File: config.mk
export PLATFORM = sky130hd
export DESIGN_NAME = rf_hazard_ctrl
export DESIGN_NICKNAME = d
export VERILOG_FILES = /design/src/rtl/rf_hazard_ctrl.sv
export SDC_FILE = /design/constraint.sdc
export NUM_CORES = 1
export LEC_CHECK = 0
export CORE_UTILIZATION = 36
export DETAILED_ROUTE_END_ITERATION = 8
export PLACE_DENSITY = 0.78
export SYNTH_ARGS = -nofsm -noshare
export SYNTH_HDL_FRONTEND = slang
export SYNTH_SLANG_ARGS = --single-unit
File: constraint.sdc
create_clock -name clk -period 3.4 [get_ports clk]
set_input_delay 1.02 -clock clk [delete_from_list [all_inputs] [get_ports clk]]
set_output_delay 1.02 -clock clk [all_outputs]
set_load 0.1 [all_outputs]
File: src/rtl/rf_hazard_ctrl.sv
// RF-stage controller: immediate-select decode, load-use hazard detection with a
// one-cycle stall/bubble sequencer, and a saturating stall-cycle counter.
module rf_hazard_ctrl #(
   parameter int CNT_W = 16
) (
   input  logic             clk,
   input  logic             reset,
   input  logic [31:0]      instr,
   input  logic             instr_valid,
   input  logic             ex_mem_read,
   input  logic [4:0]       ex_rd,
   input  logic             flush,
   output logic             imm_sel,
   output logic             use_imm,
   output logic             stall,
   output logic             bubble,
   output logic [CNT_W-1:0] stall_cnt
);

   typedef enum logic {RUN, STALL} state_t;

   typedef struct packed {
      logic ldst;   // LDUR or STUR
      logic stur;
      logic alui;   // ADDI or SUBI
      logic rtype;
      logic cbz;
   } dec_t;

   state_t           state;
   dec_t             dec;
   logic             haz;
   logic             hit_rn, hit_rm, hit_rt;
   logic [CNT_W-1:0] cnt;

   assign stall_cnt = cnt;

   always_comb begin
      dec       = '0;
      dec.stur  = instr_valid && (instr[31:21] == 11'b11111000000);
      dec.ldst  = dec.stur || (instr_valid && (instr[31:21] == 11'b11111000010));
      dec.alui  = instr_valid && ((instr[31:22] == 10'b1001000100) ||
                                  (instr[31:22] == 10'b1101000100));
      // Register-operand data-processing class (ADD/SUB/AND/ORR): bits 28:25 = 0101
      dec.rtype = instr_valid && !dec.ldst && !dec.alui && (instr[28:25] == 4'b0101);
      dec.cbz   = instr_valid && (instr[31:24] == 8'b10110100);
   end

   // ex_rd != 31 already excludes XZR sources from matching
   always_comb begin
      hit_rn = (dec.rtype || dec.alui || dec.ldst) && (instr[9:5]   == ex_rd);
      hit_rm = dec.rtype                           && (instr[20:16] == ex_rd);
      hit_rt = (dec.stur || dec.cbz)               && (instr[4:0]   == ex_rd);
      haz    = instr_valid && ex_mem_read && (ex_rd != 5'd31) && (hit_rn || hit_rm || hit_rt);
   end

   always_comb begin
      imm_sel = 1'b0;
      use_imm = 1'b0;
      stall   = 1'b0;
      bubble  = 1'b1;
      if (!reset) begin
         imm_sel = dec.ldst;
         use_imm = dec.ldst || dec.alui;
         if (state == RUN) begin
            stall  = haz && !flush;
            bubble = haz || flush;
         end else begin
            bubble = flush;
         end
      end
   end

   always_ff @(posedge clk or posedge reset) begin
      if (reset) begin
         state <= RUN;
         cnt   <= '0;
      end else begin
         case (state)
            RUN: begin
               if (haz && !flush) begin
                  state <= STALL;
                  if (cnt != {CNT_W{1'b1}}) cnt <= cnt + 1'b1;
               end
            end
            // The load has left EX by now, so leave unconditionally
            default: state <= RUN;
         endcase
      end
   end

endmodule

Word-level counts from Yosys, hierarchy flattened --
Cells that the tools add are included.
Word-level totals: ROM bits 0, word-level logic and storage cells 50, output and inout port bits 20, latch bits 0, bits in writable memories 0, register bits after elaboration 17, memories kept 0, bits of input ports 42
Cells by class: eq/ne operators 11, add/sub/neg operators 1, shift operators 0, bitwise operators 1, divide/modulo/power cells 0, reductions and logical operators 27, multipliers 0, order comparisons 0, multiplexer cells 8
Operators by type and width (number):
- $eq A11 B11 Y1 const B | 2
- $eq A10 B10 Y1 const B | 2
- $add A16 B1 Y16 const B | 1
- $ne A16 B16 Y1 const B | 1
- $eq A5 B5 Y1 | 3
- $logic_and A1 B1 Y1 | 14
- $logic_or A1 B1 Y1 | 9
- $eq A8 B8 Y1 const B | 1
- $mux W1 | 8
- $ne A5 B5 Y1 const B | 1
- $eq A4 B3 Y1 const B | 1
- $logic_not A1 Y1 | 3
- $reduce_and A3 Y1 | 1
- $not A1 Y1 | 1

Depth between registers and ports, before layout --
Gate-level depths: netlist of run 1.
depth after elaboration 16, depth in mapped cells 7, mapped depth without buffers 7

Least setup slack after synthesis of run 1 --
OpenSTA, ideal clock, no wires.
kind input port to output port, from input instr[23], to output imm_sel, setup slack -2162 ps, stages on the path 2, data required time 2380 ps, arrival time 4542 ps, cells stage by stage or4b_1 -> nor4_1
Between the ends: cells in the longest elaborated chain, start to end 4, elaborated cells on any way between the ends 6, classes of those cells 2 x eq/ne; 1 x mux; 3 x reduce/logical
Ends and longest elaborated chain:
- start, declared | RTL line 8 | input logic [31:0] instr,
- $eq A11 B11 Y1, on equally long branches | RTL line 40, 41
- $logic_and A1 B1 Y1, on equally long branches | RTL line 40, 41
- $logic_or A1 B1 Y1 * | RTL line 41 | dec.ldst = dec.stur || (instr_valid && (instr[31:21] == 11'b11111000010));
- $mux W1 * | RTL line 62 | if (!reset) begin
- end, declared | RTL line 13 | output logic imm_sel,
Every way passes the cells marked *; elsewhere a longest branch is shown, timed or not.

Final worst setup path of run 1 --
from input ex_rd[1], to output stall
Between the ends: cells in the longest elaborated chain, start to end 8, elaborated cells on any way between the ends 14, classes of those cells 4 x eq/ne; 2 x mux; 8 x reduce/logical
Ends and longest elaborated chain:
- start, declared | RTL line 11 | input logic [4:0] ex_rd,
- $eq A5 B5 Y1, on equally long branches | RTL line 51, 52
- $logic_and A1 B1 Y1, on equally long branches | RTL line 51, 52
- $logic_or A1 B1 Y1 (2 in a row) | RTL line 54 | haz = instr_valid && ex_mem_read && (ex_rd != 5'd31) && (hit_rn || hit_rm || hit_rt);
- $logic_and A1 B1 Y1 * | RTL line 54
- $logic_and A1 B1 Y1 * | RTL line 66 | stall = haz && !flush;
- $mux W1 * | RTL line 65 | if (state == RUN) begin
- $mux W1 * | RTL line 62
- end, declared | RTL line 15 | output logic stall,
Marks and branches as above.

==> run_summary.xml, run 1 <==
<?xml version="1.0" encoding="UTF-8"?>
<metrics>
  <group name="global_route">
    <metric name="grt-ovfl-total" unit="">0</metric>
    <metric name="initial_antenna_violation_count" unit="">0</metric>
    <metric name="gr-usage-all-layers" unit="%">22.6</metric>
    <metric name="grt_max_degree" unit="">18</metric>
    <metric name="vias_in_the_first_global_route" unit="">1336</metric>
    <metric name="grt_pass1_wl" unit="microns">6090</metric>
  </group>
  <group name="floorplanning">
    <metric name="die_w" unit="microns">60.8</metric>
    <metric name="initial_core_util" unit="%">39.2</metric>
    <metric name="dieHeight" unit="microns">60.8</metric>
    <metric name="fp.dieArea" unit="sq mm">0.00370</metric>
    <metric name="floorplan.rows" unit="">20</metric>
    <metric name="core-area" unit="sq mm">0.00318</metric>
    <metric name="top_level_ports" unit="">62</metric>
  </group>
  <group name="route">
    <metric name="drt_iter0_drc" unit="">24</metric>
    <metric name="post_drt_wl_per_cell" unit="microns">15.3</metric>
    <metric name="route.detailed.drc" unit="">0</metric>
    <metric name="routed_wirelength" unit="microns">3850</metric>
    <metric name="route.detailed.vias_per_inst" unit="">5.15</metric>
    <metric name="detail-route-antenna-nets" unit="">0</metric>
    <metric name="router_iterations_before_antenna_repair" unit="">4</metric>
    <metric name="vias" unit="">1297</metric>
  </group>
  <group name="synth">
    <metric name="synthArstFlopShare" unit="%">100</metric>
    <metric name="syn-mean-instance-area" unit="sq um">10.3</metric>
    <metric name="netlist_instances" unit="">121</metric>
    <metric name="yosysSeqAreaShare" unit="%">34.2</metric>
    <metric name="synth.distinct_cells" unit="">38</metric>
    <metric name="number_of_enable_flip_flop_cells_after_synthesis" unit="">0</metric>
    <metric name="post-synth-top-area-fraction" unit="%">34.2</metric>
    <metric name="synth.top_cells.by_count" unit="">dfrtp_1, xor2_1, xnor2_1, nand2_1, nor2_1</metric>
    <metric name="syn-num-nets" unit="">164</metric>
    <metric name="yosysWarnings" unit="">0</metric>
    <metric name="synth.area.top_cells" unit="">dfrtp_1, xor2_1, xnor2_1, nor4_2, nor4b_2</metric>
    <metric name="synth.largest_area_cell" unit="">dfrtp_1</metric>
    <metric name="post_synth_instance_area" unit="sq mm">0.00124</metric>
    <metric name="ys_seq_elements" unit="">17</metric>
    <metric name="synth_flop_cell" unit="">dfrtp_1</metric>
  </group>
  <group name="clock_tree">
    <metric name="cts_root_buf" unit="">clkbuf_4</metric>
    <metric name="clk-insertion-delay-late" unit="ns">0.29</metric>
    <metric name="hold_buffers" unit="">0</metric>
    <metric name="clock_path_buffers" unit="">2</metric>
    <metric name="clkTransAtPathRegs" unit="ns">0.09</metric>
    <metric name="ctsHtreeMaxLevel" unit="">1</metric>
    <metric name="clock_tree_from_tritoncts" unit="">built</metric>
    <metric name="cts.sink_count" unit="">17</metric>
    <metric name="cts_inserted_buffers" unit="">3</metric>
  </group>
  <group name="final_layout">
    <metric name="final_layout_size_suffix_gt1_share" unit="%">39.4</metric>
    <metric name="area_delta_synth_final" unit="%">70.2</metric>
    <metric name="layout.filler_cells" unit="">269</metric>
    <metric name="antennaDiodeCount" unit="">0</metric>
    <metric name="design.final.nets" unit="">252</metric>
  </group>
  <group name="placed_design">
    <metric name="hpwl" unit="microns">2900</metric>
    <metric name="port_buffers" unit="">55</metric>
    <metric name="gpl_congestion" unit="">0.797</metric>
  </group>
  <group name="timing">
    <metric name="worst_pin_slew" unit="ns">0.642</metric>
    <metric name="rsz0062_at_grt" unit="">yes</metric>
    <metric name="finalSetupViolCount" unit="">3</metric>
    <metric name="final_min_period_over_clock_period" unit="%">112</metric>
    <metric name="final_hold_viol_count" unit="">0</metric>
    <metric name="maxSlewHeadroom" unit="%">57.2</metric>
    <metric name="fin_clk_skew" unit="ns">0.0103</metric>
    <metric name="timing.final.crit_period" unit="ns">3.82</metric>
    <metric name="report.final.slew_viol_count" unit="">0</metric>
    <metric name="fin_hold_ws" unit="ns">0.497</metric>
    <metric name="post-route-worst-setup-slack" unit="ns">-0.425</metric>
    <metric name="fin_setup_tns" unit="ns">-0.842</metric>
    <metric name="max_freq" unit="MHz">261</metric>
  </group>
  <group name="outcome">
    <metric name="violations" unit="">negative setup slack</metric>
    <metric name="run_status" unit="">finished, violations left</metric>
  </group>
  <group name="setup_path">
    <metric name="worstRegToRegCells" unit="">13</metric>
    <metric name="worst_setup_path_start_kind" unit="">primary input</metric>
    <metric name="startpoint" unit="">ex_rd[1]</metric>
    <metric name="critical_path_peak_fanout" unit="">3</metric>
    <metric name="path_class" unit="">in2out</metric>
    <metric name="worst-endpoint-required" unit="ns">2.38</metric>
    <metric name="reg2reg_from" unit="">state</metric>
    <metric name="setup.worst_path.end_class" unit="">primary output</metric>
    <metric name="critical_path_arrival" unit="ns">2.80</metric>
  </group>
  <group name="power_and_ir_drop">
    <metric name="p_leak" unit="nW">0.977</metric>
    <metric name="p_per_area" unit="mW/mm^2">198</metric>
    <metric name="worst_voltage_drop_across_the_vdd_grid" unit="V">0.000139</metric>
  </group>
  <group name="worst_hold_path">
    <metric name="worst_hold_path_type" unit="">reg2reg</metric>
    <metric name="holdPathStages" unit="">1</metric>
    <metric name="holdCritStartpoint" unit="">stall_cnt[8]</metric>
  </group>
  <group name="run">
    <metric name="timing.max_cap.violations" unit="">0</metric>
  </group>
</metrics>
-- routing by layer --
layer	track usage [%]	part of all wire (%)	vias up
li1	-	-	633
met1	25.1	41	636
met2	44.0	56	22
met3	4.69	2.4	6
met4	4.55	1.2	0
met5	0	0	-
-- state kept, by name, indices dropped and copies added, names as in the netlist --
name and count:
state 1, stall_cnt 16
-- area by class of cell --
cell class                 instances  area [sq um]  area share, %
tap                               44          55.1           2.60
inverter                           1          3.75          0.177
sequential                        17           425           20.1
clock buffer                       4          26.3           1.24
timing repair buffer              85           737           34.8
multi-input combinational        101           871           41.1
-- report_power, final --
group | switching, mW | total, mW | internal [mW]
registers | 0.000462 | 0.203 | 0.202
logic | 0.0480 | 0.107 | 0.0587
clock network | 0.0646 | 0.110 | 0.0456
-- final timing paths --
kind | endpoint | slack, ns
worst max register to register | stall_cnt[13] | 0.79
min in group asynchronous | stall_cnt[12] | 1.34
max in group asynchronous | stall_cnt[3] | 1.64
worst min register to register | stall_cnt[8] | 0.50
worst min-delay path | stall_cnt[8] | 0.50
worst max-delay path | stall | -0.42
-- repair_timing --
action / in CTS / in global routing
gates resized for setup: 49 / 10
setup buffers: 13 / 3
endpoints found under the setup margin: 4 / 7
endpoints found under the hold margin: 0 / 0
pin swaps: 19 / 15
-- cell families after synthesis --
group,share of synthesized area (%)
fa+ha+maj,1.00
buf+inv,1.51
xor+xnor,19.7
mux,3.01
simple gates,34.4
flops,34.2
compound gates,6.23
-- critical path, cell delays in order --
cell and delay, ns:
buf_6 0.09, and4_1 0.19, a211o_1 0.28, or4_4 0.54, o22a_1 0.27, nor3_4 0.21
buf_12 0.20
-- per-stage QoR --
stage,total power [mW],instances,instance area (sq um),setup slack (ns),utilization (%)
detailed placement,0.317,238,2030,-0.764,64.0
finish,0.420,252,2120,-0.425,66.7
floorplan,0.245,121,1290,-0.656,-
global placement,0.314,238,2030,-0.728,64.0
global route,0.442,252,2120,-0.477,66.7
CTS,0.419,255,2140,-0.478,67.4
-- placed cells by master (no fill, tap or decap), types with 4 or more instances in the layout --
| cell type | netlist | layout |
|---|---|---|
| and3_1 | 4 | 4 |
| clkdlybuf4s50_1 | 0 | 14 |
| nor4_2 | 4 | 4 |
| nand4b_1 | 5 | 5 |
| clkbuf_2 | 0 | 4 |
| xor2_1 | 17 | 17 |
| buf_4 | 0 | 46 |
| nor2_1 | 6 | 6 |
| buf_12 | 0 | 4 |
| dfrtp_1 | 17 | 17 |
| buf_6 | 1 | 4 |
| xnor2_1 | 11 | 11 |
| nand2_1 | 10 | 10 |
| dlygate4sd2_1 | 0 | 7 |
Power figures use the tool's default switching activity.
==> run 2, diff against run 1 <==
Settings changed: CORE_UTILIZATION 36 to 37, CTS_BUF_LIST set to sky130_fd_sc_hd__clkbuf_8, GPL_TIMING_DRIVEN set to 1, PLACE_DENSITY 0.78 to 0.8.
==> run_summary.xml, run 2 (synthesis results as in run 1) <==
<?xml version="1.0" encoding="UTF-8"?>
<metrics>
  <group name="floorplanning">
    <metric name="dieHeight" unit="microns">60.0</metric>
    <metric name="fp.dieArea" unit="sq mm">0.00360</metric>
    <metric name="core-area" unit="sq mm">0.00313</metric>
    <metric name="floorplan.rows" unit="">20</metric>
    <metric name="top_level_ports" unit="">62</metric>
    <metric name="die_w" unit="microns">60.0</metric>
    <metric name="initial_core_util" unit="%">39.8</metric>
  </group>
  <group name="timing">
    <metric name="maxSlewHeadroom" unit="%">41.5</metric>
    <metric name="fin_clk_skew" unit="ns">0.00208</metric>
    <metric name="final_hold_viol_count" unit="">0</metric>
    <metric name="report.final.slew_viol_count" unit="">0</metric>
    <metric name="max_freq" unit="MHz">259</metric>
    <metric name="fin_hold_ws" unit="ns">0.524</metric>
    <metric name="rsz0062_at_grt" unit="">yes</metric>
    <metric name="post-route-worst-setup-slack" unit="ns">-0.454</metric>
    <metric name="finalSetupViolCount" unit="">14</metric>
    <metric name="final_min_period_over_clock_period" unit="%">113</metric>
    <metric name="timing.final.crit_period" unit="ns">3.85</metric>
    <metric name="worst_pin_slew" unit="ns">0.875</metric>
    <metric name="fin_setup_tns" unit="ns">-4.73</metric>
  </group>
  <group name="route">
    <metric name="drt_iter0_drc" unit="">37</metric>
    <metric name="post_drt_wl_per_cell" unit="microns">16.4</metric>
    <metric name="routed_wirelength" unit="microns">4260</metric>
    <metric name="detail-route-antenna-nets" unit="">0</metric>
    <metric name="route.detailed.drc" unit="">0</metric>
    <metric name="route.detailed.vias_per_inst" unit="">5.37</metric>
    <metric name="router_iterations_before_antenna_repair" unit="">5</metric>
    <metric name="vias" unit="">1395</metric>
  </group>
  <group name="global_route">
    <metric name="grt-ovfl-total" unit="">0</metric>
    <metric name="initial_antenna_violation_count" unit="">0</metric>
    <metric name="grt_max_degree" unit="">18</metric>
    <metric name="grt_pass1_wl" unit="microns">6820</metric>
    <metric name="vias_in_the_first_global_route" unit="">1427</metric>
    <metric name="gr-usage-all-layers" unit="%">25.3</metric>
  </group>
  <group name="clock_tree">
    <metric name="cts.sink_count" unit="">17</metric>
    <metric name="cts_root_buf" unit="">clkbuf_8</metric>
    <metric name="clock_path_buffers" unit="">2</metric>
    <metric name="cts_inserted_buffers" unit="">3</metric>
    <metric name="ctsHtreeMaxLevel" unit="">1</metric>
    <metric name="clk-insertion-delay-late" unit="ns">0.25</metric>
    <metric name="clock_tree_from_tritoncts" unit="">built</metric>
    <metric name="clkTransAtPathRegs" unit="ns">0.06</metric>
  </group>
  <group name="final_layout">
    <metric name="largest_register_ff_count" unit="">16</metric>
    <metric name="final_cell_count_no_fill" unit="">260</metric>
    <metric name="leading_cell_type_in_the_layout_fill_and_taps_excluded" unit="">buf_4</metric>
    <metric name="layout.cell_area.non_filler" unit="sq mm">0.00229</metric>
    <metric name="layout.area.seq" unit="sq um">425</metric>
    <metric name="area_delta_synth_final" unit="%">84.0</metric>
    <metric name="design.final.nets" unit="">260</metric>
    <metric name="area_used_by_multi_input_combinational_logic" unit="sq um">953</metric>
    <metric name="final_layout_size_suffix_gt1_share" unit="%">46.3</metric>
    <metric name="layout.filler_cells" unit="">205</metric>
    <metric name="antennaDiodeCount" unit="">0</metric>
    <metric name="final_cell_mix" unit="">buf_4, dfrtp_1, xor2_1</metric>
    <metric name="post-route-util" unit="%">73.2</metric>
  </group>
  <group name="setup_path">
    <metric name="critical_path_peak_fanout" unit="">2</metric>
    <metric name="setup.worst_path.end_class" unit="">primary output</metric>
    <metric name="critical_path_arrival" unit="ns">2.83</metric>
    <metric name="worst-endpoint-required" unit="ns">2.38</metric>
    <metric name="path_class" unit="">in2out</metric>
    <metric name="worst_setup_path_start_kind" unit="">primary input</metric>
  </group>
  <group name="placed_design">
    <metric name="gpl_congestion" unit="">0.808</metric>
    <metric name="dp_worst_setup_slack" unit="ns">-0.762</metric>
    <metric name="post_dp_cell_area" unit="sq mm">0.00203</metric>
    <metric name="placed_cells_incl_taps" unit="">238</metric>
    <metric name="port_buffers" unit="">55</metric>
    <metric name="hpwl" unit="microns">2930</metric>
  </group>
  <group name="outcome">
    <metric name="run_status" unit="">finished, violations left</metric>
    <metric name="violations" unit="">negative setup slack</metric>
  </group>
  <group name="power_and_ir_drop">
    <metric name="p_per_area" unit="mW/mm^2">204</metric>
    <metric name="power.total" unit="mW">0.468</metric>
    <metric name="worst_voltage_drop_across_the_vdd_grid" unit="V">0.000170</metric>
    <metric name="p_leak" unit="nW">1.05</metric>
  </group>
  <group name="run">
    <metric name="timing.max_cap.violations" unit="">0</metric>
  </group>
  <group name="worst_hold_path">
    <metric name="worst_hold_path_type" unit="">reg2reg</metric>
  </group>
</metrics>
run 2: changes by cell type in the layout (fill, tap and decap cells not counted), sizes merged:
cell,delta
clkdlybuf4s50,-3
dlygate4sd2,+3
clkdlybuf4s15,-3
inv,+1
buf,+12
clkbuf,-2
run 2: what timing repair did:
action / 4_1_cts / 5_1_grt
hold buffers: 0 / 0
gates cloned: 0 / 0
pin swaps: 28 / 16
resized for setup: 74 / 15
setup endpoints to repair: 4 / 20
buffers inserted: 28 / 1
run 2: path summary, 6_finish.rpt:
kind                       cells after the start  slack (ns)          from             to
hold reg to reg                                1        0.52  stall_cnt[3]   stall_cnt[3]
setup reg to reg                              14        0.50         state  stall_cnt[12]
setup / recovery                               8       -0.45     instr[23]         bubble
hold / removal                                 1        0.52  stall_cnt[3]   stall_cnt[3]
max in group asynchronous                      2        1.51         reset  stall_cnt[13]
min in group asynchronous                      2        1.46         reset          state
run 2: where the power goes:
group | leakage (nW) | switching [mW] | internal [mW] | total (mW)
Sequential | 0.238 | 0.000513 | 0.203 | 0.203
Combinational | 0.789 | 0.0544 | 0.0627 | 0.117
Clock | 0.0269 | 0.0679 | 0.0801 | 0.148
run 2: per-layer routing:
layer	vias to the layer above	part of all wire [%]	global-route usage, %
met2	41	54	45.9
li1	648	-	-
met3	6	3.1	4.76
met4	0	1.7	5.65
met5	-	0	0
met1	700	41	30.7
run 2: worst max-delay path, cell delays in order:
cell,delay [ns]
buf_6,0.09
or4b_4,0.55
o32ai_4,0.31
buf_4,0.16
nand4b_1,0.17
o211ai_1,0.19
or3_4,0.18
buf_12,0.16
run 2: area by class of cell:
class / instances / area share (%)
repair buffers: 93 / 35.3
well taps: 44 / 2.40
multi-input cells: 101 / 41.6
inverters: 1 / 0.164
clock buffers: 3 / 1.80
flip-flops and latches: 17 / 18.6
clock inverters: 1 / 0.164
==> edit 1 (config.mk and constraints of run 1) <==
`CNT_W`: 16 -> 24.
--- a/src/rtl/rf_hazard_ctrl.sv
+++ b/src/rtl/rf_hazard_ctrl.sv
@@ -3,3 +3,3 @@
 module rf_hazard_ctrl #(
-   parameter int CNT_W = 16
+   parameter int CNT_W = 24
 ) (
Ports: changed (resized stall_cnt); port bits go from 62 to 70. No check against the original RTL was run, so the function may have changed too.
==> edit 1 against run 1 <==
  * Setup slack got worse by 0.14 ns
  * Routed wire length grew 18%
  * Design area grew 34%
  * Area after synthesis increased by 37%
  * Sequential cell count grew 8
  * Power up 45%
  * Sequential share of layout area grew 1.9 points
  * The run ends with DRC, setup timing left
  * Core utilization is 3.2 points lower
==> edit 1: results (changes against run 1) <==
Switching Power 155 uW (+37%); top cells by count, synth 25 x sky130_fd_sc_hd__dfrtp_1, 22 x sky130_fd_sc_hd__xor2_1, 15 x sky130_fd_sc_hd__xnor2_1; Arrival @ worst endpoint 2.95 ns (+0.15 ns); setup violators final 3 (unchanged); violation count after the first detailed-routing iteration 70 (+190%); sequential cell area fraction in the yosys report 0.366 (+0.0241); placed cell area 2620 sq um (+29%); number of DRC violations after detailed routing 6 (+6); global-route wire length before repair 7.19 mm (+18%); number of non-filler instances in the completed layout 310 (+23%); worst supply voltage drop on vdd 0.142 mV (+1.6%); skew final 0.00396 ns (-0.00634 ns); setup slack of the most critical reg-to-reg path 0.94 ns (+0.15 ns); terminus of the critical flop-to-flop path stall_cnt[1]; Port Buffer Count 63 (+15%); met2 track demand over resource in global routing 0.301 (-0.138); met1 Use GR 0.233 (-0.0181); largest net degree at the start of global routing 26 (+8); least setup slack across all paths after layout -0.566 ns (-0.141 ns); outcome finished, violations left; area occupied by multi-input gates 1210 sq um (+39%); Critical R2R Launch stall_cnt[0]; post-detail-place hpwl 3.41 mm (+18%); worst slew margin relative to its limit 0.677 (+0.105); Clk Tree Root Cell sky130_fd_sc_hd__clkbuf_8; Distinct cells, synth 45 (+18%); switching share of power 0.255 (-0.0139); sequential group power 298 uW (+47%); worst setup timing slack at the placement stage -0.866 ns (-0.102 ns); final-layout worst hold slack 0.499 ns (+0.00228 ns); total nets after synthesis 207 (+26%); failing checks DRC, setup timing; final estimated routing congestion in global placement 0.780 (-2.1%); endpoint of the worst hold-timing path stall_cnt[13]; fraction of layout cells with a size suffix above 1 0.407 (+0.0127); top post-synthesis cells by area sky130_fd_sc_hd__dfrtp_1 37%, sky130_fd_sc_hd__xor2_1 11%, sky130_fd_sc_hd__xnor2_1 7.7%, sky130_fd_sc_hd__nor4_2 5.9%, sky130_fd_sc_hd__nor4b_2 4.4%; fillcell total 369 (+37%); Comb. pwr 130 uW (+21%)
==> edit 1: cell count changes in the layout (fill, tap and decap cells not counted), moves of 4 or more <==
cell,change
sky130_fd_sc_hd__dlygate4sd2_1,-6
sky130_fd_sc_hd__nor2_1,-4
sky130_fd_sc_hd__xor2_1,+4
sky130_fd_sc_hd__buf_4,+6
sky130_fd_sc_hd__dfrtp_1,+8
sky130_fd_sc_hd__clkbuf_2,-4
sky130_fd_sc_hd__xnor2_2,+4
sky130_fd_sc_hd__dlymetal6s2s_1,+14
==> edit 1: area by class of cell <==
class,instances,share of cell area
Clock buffer,4,0.0159
Inverter,3,0.00396
Multi-Input combinational cell,131,0.425
Sequential cell,25,0.220
Tap cell,52,0.0229
Timing Repair Buffer,95,0.312
==> edit 1: cells by family after synthesis <==
kind of cell               share of synthesized area
adders and majority gates                    0.00731
buffers and inverters                         0.0249
xor gates and xnor gates                       0.189
AOI/OAI and AO/OA                             0.0358
muxes                                         0.0154
DFF                                            0.366
and+or+nand+nor                                0.361
==> edit 1: what timing repair did <==
action                                  CTS  global route
gates resized for setup                  24            30
endpoints found under the setup margin    6             6
pin swaps                                 7            14
buffers inserted                          2             3
==> edit 1: per-layer routing <==
layer	share of wire	up-vias
met4	0.0068	0
met5	0	-
met1	0.44	795
met2	0.52	38
li1	-	790
met3	0.033	5
==> edit 1: how the worst max path moves through the flow <==
stage	from	endpoint	slack (ns)	cells past startpoint
finish	instr[26]	stall	-0.57	8
global route	instr[26]	stall	-0.63	8
CTS	instr[26]	stall	-0.61	8
detailed placement	instr[26]	stall	-0.87	8
global placement	instr[26]	stall	-0.85	8
floorplan	instr[23]	stall	-0.82	6
==> edit 2 (flow settings as in run 1) <==
Made on the original files. Put one more register stage on the output `stall_cnt`, without a reset. The value now appears one clock later. The other outputs are not delayed to match.
--- a/src/rtl/rf_hazard_ctrl.sv
+++ b/src/rtl/rf_hazard_ctrl.sv
@@ -35,3 +35,5 @@
 
-   assign stall_cnt = cnt;
+   always_ff @(posedge clk) begin
+      stall_cnt <= cnt;
+   end
 
Function: changed (Yosys sat finds a counterexample within 4 cycles, from zero or initial values and one cycle with reset high).
==> edit 2 against run 1 <==
  * The flow still finishes with violations (setup timing)
  * Sequential cell count rose by 16
  * Largest power group unchanged
  * Setup slack gained 0.15 ns
  * Power increased by 83%
  * Highest routed layer unchanged
  * Global-route usage shrank 5.2 points
  * Area after synthesis is 24% higher
  * Critical path type unchanged
  * Register-to-register slack better by 0.10 ns
  * Design area grew 19%
  * Clock power increased by 140%
  * Routed wire length fell by 10%
  * Combinational power is 4% higher
==> edit 2: results (changes against run 1) <==
outcome finished, violations left; failing checks setup timing; Hold Path Origin cnt[10]; fraction of layout cells with a size suffix above 1 0.353 (-0.0408); setup slack of the most critical reg-to-reg path 0.89 ns (+0.10 ns); skew final 0.00303 ns (-0.00726 ns); H-tree level count 2 (+1); endpoint of the worst hold-timing path stall_cnt[10]; least setup slack across all paths after layout -0.278 ns (+0.147 ns); first-pass iteration count of the detailed router 5 (+1); number of buffers created by CTS 5 (+2); placed cell area 2360 sq um (+16%); Distinct cells, synth 36 (-5.3%); Clk Tree Root Cell sky130_fd_sc_hd__clkbuf_8; worst supply voltage drop on vdd 0.128 mV (-8.0%); cell depth of the worst hold path 0 (-1); Switching Power 169 uW (+49%); terminus of the critical flop-to-flop path cnt[8]; number of nets in the finished design 274 (+8.7%); latest clock arrival within the worst-skew pair 0.27 ns (-0.02 ns); share of synthesized registers carrying an async set or reset 0.515 (-0.485); top post-synthesis cells by area sky130_fd_sc_hd__dfrtp_1 28%, sky130_fd_sc_hd__dfxtp_1 21%, sky130_fd_sc_hd__xnor2_1 8.0%, sky130_fd_sc_hd__xor2_1 7.4%, sky130_fd_sc_hd__nor3_1 4.9%; setup violators final 3 (unchanged); number of vias per cell after detailed routing 4.81 (-6.6%); total leakage power 0.00115 uW (+18%); path depth of the worst reg2reg path 8 (-5); total nets after synthesis 189 (+15%); via count of the first global-routing pass 1374 (+2.8%); global-route wire length before repair 5.88 mm (-3.5%); clock-pin slew on the worst setup and hold paths 0.06 ns (-0.03 ns); post-detail-place hpwl 2.66 mm (-8.4%); final wirelength 3.45 mm (-10%); cell with the largest stage delay on the worst path sky130_fd_sc_hd__or4b_4; combined global-route utilization of all metal layers 0.174 (-0.0523); violation count after the first detailed-routing iteration 45 (+88%); top cells by count, synth 17 x sky130_fd_sc_hd__dfrtp_1, 16 x sky130_fd_sc_hd__dfxtp_1, 15 x sky130_fd_sc_hd__nor3_1; worst slew margin relative to its limit 0.517 (-0.0546); worst setup timing slack at the placement stage -0.640 ns (+0.124 ns); sequential cell area fraction in the yosys report 0.484 (+0.142); fillcell total 336 (+25%)
[edit 2: cell types whose count changed in the layout (fill, tap and decap cells not counted), sizes merged, moves of 3 or more]
cell / before / now
buf: 57 / 51
dfxtp: 0 / 16
nand3: 3 / 11
dlymetal6s2s: 0 / 5
xor2: 17 / 13
dlygate4sd2: 7 / 10
nor4: 7 / 4
nand2: 10 / 13
nor3: 5 / 15
o21ai: 0 / 3
nand4b: 5 / 1
xnor2: 11 / 14
[edit 2: how the worst max path moves through the flow]
stage / start / endpoint / cells after the start / slack (ns)
3_5_place_dp: instr[28] / stall / 7 / -0.64
5_1_grt: instr_valid / stall / 8 / -0.31
3_3_place_gp: instr[26] / stall / 7 / -0.64
4_1_cts: instr[26] / stall / 7 / -0.24
2_1_floorplan: instr[23] / stall / 5 / -0.60
6_report: instr[23] / stall / 7 / -0.28
[edit 2: power by group through the flow]
stage / logic [uW] / clock network (uW) / registers [uW]
floorplan: 38.3 / 0 / 401
global placement: 109 / 0 / 399
detailed placement: 110 / 0 / 399
CTS: 110 / 271 / 391
global route: 120 / 292 / 391
finish: 111 / 266 / 391
[edit 2: kinds of logic (layout without fill, tap and decap cells)]
family,after synthesis,after routing,share of synthesized area
flip-flops,33,33,0.484
adder cells (fa/ha/maj),1,1,0.00812
AO/OA/AOI/OAI,8,8,0.0414
buffers and inverters,6,92,0.0195
AND/OR/NAND/NOR,67,67,0.265
multiplexers,4,4,0.0292
XOR/XNOR,27,27,0.153
[edit 2: timing repair]
item	in CTS	in global routing
pin swaps	10	11
endpoints found under the hold margin	0	0
buffers inserted	4	1
setup endpoints to repair	10	11
resized for setup	37	9
[edit 2: final cells by class]
class                           count  area [sq um]  area share
Clock buffer                        8          80.1      0.0317
Multi-Input combinational cell    107           881       0.349
Inverter                            2          7.51     0.00298
Tap cell                           50          62.6      0.0248
Timing Repair Buffer               82           746       0.296
Sequential cell                    33           746       0.296
[edit 2: per-layer routing]
| layer | wire length, um | global-route usage | vias to the layer above | part of all wire |
|---|---|---|---|---|
| li1 | - | - | 687 | - |
| met2 | 1840 | 0.299 | 37 | 0.53 |
| met3 | 129 | 0.0541 | 8 | 0.037 |
| met1 | 1430 | 0.204 | 624 | 0.41 |
| met5 | 0 | 0 | - | 0 |
| met4 | 49 | 0.0559 | 0 | 0.014 |
[edit 2: per-stage QoR]
| stage | util | std cells | setup TNS, ns | hold slack, ns |
|---|---|---|---|---|
| final | 0.622 | 282 | -0.477 | 0.418 |
| after global placement | 0.581 | 270 | -4.69 | 0.397 |
| after floorplan | - | 146 | -1.79 | 0.378 |
| after CTS | 0.611 | 281 | -0.467 | 0.418 |
| after detailed placement | 0.581 | 270 | -5.43 | 0.405 |
| after global routing | 0.622 | 282 | -0.612 | 0.439 |
